==> src/rtl/sprite_pixel_fetch.sv <==
// Sprite pixel fetcher: req/ack sprite memory reads, 5-bit palette decode, output FIFO.
// Define SPRITE_FETCH_CACHE_EN to enable the one-word read cache (and flush).
module sprite_pixel_fetch #(
  parameter int         ADDR_W          = 19,
  parameter logic [4:0] TRANSPARENT_IDX = 5'd0,
  parameter int         FIFO_DEPTH      = 4
) (
  input  logic              Clk,
  input  logic              Reset,
  input  logic              req_valid,
  output logic              req_ready,
  input  logic [31:0]       spriteAddress,
  input  logic              flush,
  output logic              mem_rd,
  output logic [ADDR_W-1:0] mem_addr,
  input  logic              mem_ack,
  input  logic [15:0]       mem_data,
  output logic              pix_valid,
  input  logic              pix_ready,
  output logic [4:0]        pixel,
  output logic              pix_opaque
);

  localparam int PW = $clog2(FIFO_DEPTH);
  localparam logic [PW:0] CNT_FULL = (PW+1)'(FIFO_DEPTH);

  typedef enum logic {
    S_IDLE,
    S_READ
  } state_t;

  state_t            r_state;
  logic              r_sel;
  logic [4:0]        r_fifo [FIFO_DEPTH];
  logic [PW-1:0]     r_wp;
  logic [PW-1:0]     r_rp;
  logic [PW:0]       r_cnt;

  logic [ADDR_W-1:0] w_word;
  logic              w_bsel;
  logic              w_accept;
  logic              w_ack;
  logic              w_hit;
  logic [4:0]        w_hit_pix;
  logic [4:0]        w_ack_pix;
  logic              w_push;
  logic [4:0]        w_push_pix;
  logic              w_pop;
  logic              w_unused;

  assign w_word    = spriteAddress[ADDR_W:1];
  assign w_bsel    = spriteAddress[0];
  assign req_ready = (r_state == S_IDLE) && (r_cnt != CNT_FULL);
  assign w_accept  = req_valid && req_ready;
  assign w_ack     = (r_state == S_READ) && mem_ack;
  assign w_ack_pix = r_sel ? mem_data[12:8] : mem_data[4:0];

`ifdef SPRITE_FETCH_CACHE_EN
  logic              r_cv;
  logic              r_cflush;
  logic [ADDR_W-1:0] r_caddr;
  logic [15:0]       r_cdata;

  assign w_hit     = r_cv && (r_caddr == w_word) && !flush;
  assign w_hit_pix = w_bsel ? r_cdata[12:8] : r_cdata[4:0];
  assign w_unused  = ^{spriteAddress[31:ADDR_W+1],
                       mem_data[15:13], mem_data[7:5],
                       r_cdata[15:13], r_cdata[7:5]};

  // A flush seen at any point of a read keeps the refilled word invalid.
  always_ff @(posedge Clk or posedge Reset) begin
    if (Reset) begin
      r_cv     <= 1'b0;
      r_cflush <= 1'b0;
      r_caddr  <= '0;
      r_cdata  <= '0;
    end else if (w_ack) begin
      r_caddr  <= mem_addr;
      r_cdata  <= mem_data;
      r_cv     <= !flush && !r_cflush;
      r_cflush <= 1'b0;
    end else begin
      if (flush)
        r_cv <= 1'b0;
      if (flush && (r_state == S_READ))
        r_cflush <= 1'b1;
    end
  end
`else
  assign w_hit     = 1'b0;
  assign w_hit_pix = 5'd0;
  assign w_unused  = ^{flush, spriteAddress[31:ADDR_W+1],
                       mem_data[15:13], mem_data[7:5]};
`endif

  always_ff @(posedge Clk or posedge Reset) begin
    if (Reset) begin
      r_state  <= S_IDLE;
      mem_rd   <= 1'b0;
      mem_addr <= '0;
      r_sel    <= 1'b0;
    end else begin
      case (r_state)
        S_IDLE: begin
          if (w_accept && !w_hit) begin
            r_state  <= S_READ;
            mem_rd   <= 1'b1;
            mem_addr <= w_word;
            r_sel    <= w_bsel;
          end
        end
        S_READ: begin
          if (mem_ack) begin
            r_state <= S_IDLE;
            mem_rd  <= 1'b0;
          end
        end
        default: begin
          r_state <= S_IDLE;
          mem_rd  <= 1'b0;
        end
      endcase
    end
  end

  assign w_push     = (w_accept && w_hit) || w_ack;
  assign w_push_pix = w_ack ? w_ack_pix : w_hit_pix;
  assign pix_valid  = (r_cnt != '0);
  assign w_pop      = pix_valid && pix_ready;

  always_ff @(posedge Clk or posedge Reset) begin
    if (Reset) begin
      r_wp  <= '0;
      r_rp  <= '0;
      r_cnt <= '0;
      for (int i = 0; i < FIFO_DEPTH; i++)
        r_fifo[i] <= '0;
    end else begin
      if (w_push) begin
        r_fifo[r_wp] <= w_push_pix;
        r_wp         <= r_wp + 1'b1;
      end
      if (w_pop)
        r_rp <= r_rp + 1'b1;
      case ({w_push, w_pop})
        2'b10:   r_cnt <= r_cnt + 1'b1;
        2'b01:   r_cnt <= r_cnt - 1'b1;
        default: r_cnt <= r_cnt;
      endcase
    end
  end

  assign pixel      = pix_valid ? r_fifo[r_rp] : 5'd0;
  assign pix_opaque = pix_valid && (pixel != TRANSPARENT_IDX);

endmodule

==> config.mk <==
export PLATFORM = sky130hd
export DESIGN_NAME = sprite_pixel_fetch
export DESIGN_NICKNAME = d
export VERILOG_FILES = /design/src/rtl/sprite_pixel_fetch.sv
export SDC_FILE = /design/constraint.sdc
export NUM_CORES = 1
export LEC_CHECK = 0
export ABC_AREA = 1
export CORE_MARGIN = 4
export CORE_UTILIZATION = 45
export CTS_CLUSTER_DIAMETER = 120
export DETAILED_ROUTE_END_ITERATION = 6
export HOLD_SLACK_MARGIN = 0.08
export PLACE_DENSITY_LB_ADDON = 0.2
export SYNTH_ARGS = -nofsm -noshare
export SYNTH_HDL_FRONTEND = slang
export SYNTH_SLANG_ARGS = --single-unit
==> constraint.sdc <==
create_clock -name Clk -period 2.7 [get_ports Clk]
set_input_delay 0.54 -clock Clk [delete_from_list [all_inputs] [get_ports Clk]]
set_output_delay 0.54 -clock Clk [all_outputs]
set_load 0.01 [all_outputs]
==> results.py <==
metrics = {
    "floorplanning": {
        "coreArea_sq_mm": 0.00482,
        "die_w_um": 79.2,
        "fp-row-count": 25,
        "initial_utilization_pct": 47.4,
        "io_pins": 82,
        "die_height_um": 79.2,
        "dieArea_sq_mm": 0.00627,
    },
    "synth": {
        "synth.avg_cell_area_sq_um": 8.26,
        "synth_cells": 276,
        "ys_warn_count": 0,
        "synth-edff-count": 0,
        "synth_ff_type": "dfrtp_1",
        "ys_seq_area_share_pct": 53.8,
        "synth.distinct_cells": 18,
        "syn_nets": 336,
        "synth-async-reset-ratio_pct": 100,
        "syn_area_sq_mm": 0.00228,
        "synth_seq_cells": 49,
    },
    "clock_network": {
        "cts.clk_slew.worst_paths_ns": 0.09,
        "ctsLongestPathBuffers": 2,
        "ctsHoldBuffers": 0,
        "clk_latency_ns": 0.30,
        "cts_buffers": 5,
        "cts-htree-levels": 2,
        "clkSinkCount": 49,
        "tritoncts": "done",
        "clock-root-buffer": "clkbuf_8",
    },
    "final_layout": {
        "final_nets": 401,
        "final_cell_mix": "nand2_1 (100), clkdlybuf4s50_1 (62), dfrtp_1 (48)",
        "drive_gt1_share_pct": 5.26,
        "final_util_pct": 64.2,
        "diodes": 0,
        "layout_commonest_cell": "nand2_1",
        "area_growth_pct": 35.7,
    },
    "worst_setup_path": {
        "worstRegToRegCells": 8,
        "end_kind": "primary output",
        "arrival_ns": 1.97,
        "critPathMaxFanout": 13,
        "critPathLaunchType": "register",
        "crit_required_ns": 2.16,
        "path_class": "register to primary output",
    },
    "detailed_routing": {
        "wl_met2_mm": 2.34,
        "viasPerCell": 4.78,
        "met3WireLength_um": 469,
        "top_layer_used": "met4",
        "dr.pass1.iters": 4,
        "via_count": 1955,
        "drt_first_iter_violations": 119,
        "antenna_left": 0,
        "drc": 0,
        "routedWlPerCell_um": 12.8,
        "wl_met1_mm": 2.35,
        "wirelength_mm": 5.24,
    },
    "timing": {
        "slew_viol_final": 0,
        "grt_setup_unrepaired": "false",
        "relSlewSlack_pct": 54.6,
        "post-route-period-util_pct": 92.9,
        "setup_viol": 0,
        "tns_ns": 0,
        "max_freq_mhz": 399,
        "finalCriticalPeriod_ns": 2.51,
        "hold_viol_final": 0,
        "worstMarginPinSlew_ns": 0.680,
        "worst_clock_skew_ns": 0.00711,
    },
    "min_path": {
        "hold_path.class": "register to register",
        "holdPathStages": 2,
    },
    "placed_design": {
        "gp_congestion": 0.822,
        "numPortBuffers": 62,
        "place_hpwl_mm": 3.97,
    },
    "global_routing": {
        "grt_pass1_wl_mm": 9.16,
        "grt_overflow_total": 0,
        "grt.total_usage_pct": 18.9,
        "grt_pass1_vias": 1974,
        "grt_max_degree": 33,
        "antenna_found_initial": 0,
    },
    "status": {
        "status": "completed",
    },
    "power_and_ir_drop": {
        "p_leak_nw": 1.53,
        "power_density_mw_per_mm2": 1170,
        "max-vdd-ir-drop_v": 0.000550,
    },
    "flow_run": {
        "maxCapViolations": 0,
    },
}
## flip-flops by register name, summed over array words and instances, names as in the netlist
register	cells
r_rp	2
r_fifo	20
mem_rd	1
r_sel	1
r_cnt	3
r_wp	2
mem_addr	19
r_state	1
## timing repair
| action | in CTS | in global routing |
|---|---|---|
| setup buffers | 0 | 0 |
| resized for setup | 0 | 1 |
| setup endpoints to repair | 0 | 1 |
## stage by stage
stage / worst slack, ns / hold WS (ns) / std cells / power, mW / cell area (sq um)
floorplan: 0.894 / 0.448 / 276 / 2.32 / 2280
global placement: 0.331 / 0.456 / 401 / 3.05 / 2980
detailed placement: 0.316 / 0.462 / 401 / 3.09 / 2980
CTS: 0.0621 / 0.486 / 409 / 3.65 / 3090
global route: 0.0287 / 0.509 / 409 / 3.95 / 3090
finish: 0.193 / 0.481 / 409 / 3.61 / 3090
## logic make-up (layout without fill, tap and decap cells)
logic type	count (synthesis)	after routing	synth area share (%)
fa+ha+maj	6	6	3.62
flops	49	49	53.8
xor+xnor	5	5	1.92
simple gates	133	133	23.6
compound gates	42	42	9.93
buf+inv	41	107	7.13
## Yosys cell counts, types with 2 or more instances
library cell    n  area share (%)
nand2_1       100              16
dfrtp_1        49              54
o21ai_0        32             7.0
inv_1          31             5.1
nand3_1        25             5.5
a21oi_1         9             2.0
nor2_1          6            0.99
ha_1            5             2.7
buf_2           4            0.88
clkbuf_1        3            0.49
xor2_1          3             1.2
inv_2           2            0.33
xnor2_1         2            0.77
## routing by layer
| metal | global-route usage [%] | up-vias |
|---|---|---|
| met4 | 6.87 | 0 |
| met2 | 29.5 | 56 |
| li1 | - | 994 |
| met5 | 0 | - |
| met1 | 23.5 | 896 |
| met3 | 7.71 | 9 |
## power breakdown
group          internal (mW)  switching, mW  total, mW
clock network          0.302          0.236      0.538
registers               1.08          0.276       1.36
logic                  0.829          0.886       1.71
total                   2.21           1.40       3.61
## path summary, 6_finish.rpt
kind,start,endpoint,slack (ns)
min reg2reg,mem_addr[2]$_DFFE_PP0P_,mem_addr[2]$_DFFE_PP0P_,0.48
max reg2reg,r_cnt[2]$_DFFE_PP0P_,r_cnt[2]$_DFFE_PP0P_,0.81
max in group asynchronous,Reset,r_rp[0]$_DFFE_PP0P_,1.44
min in group asynchronous,Reset,mem_addr[10]$_DFFE_PP0P_,0.64
min,mem_addr[2]$_DFFE_PP0P_,mem_addr[2]$_DFFE_PP0P_,0.48
max,r_rp[0]$_DFFE_PP0P_,pix_opaque,0.19
## layout make-up
cell class / count / area (sq um)
Clock inverter: 1 / 30.0
Sequential cell: 49 / 1230
Fill cell: 440 / 1720
Clock buffer: 7 / 86.3
Multi-Input combinational cell: 186 / 892
Timing Repair Buffer: 66 / 651
Tap cell: 67 / 83.8
Inverter: 33 / 124
## critical path, stage by stage (launching register included)
cell             delay, ns
dfrtp_2               0.50
inv_2                 0.17
nand2_1               0.06
nand2_1               0.06
nand2_1               0.05
a21oi_1               0.18
nor2_1                0.07
nand2_1               0.05
clkdlybuf4s50_1       0.52
(Power assumes the default switching activity.)
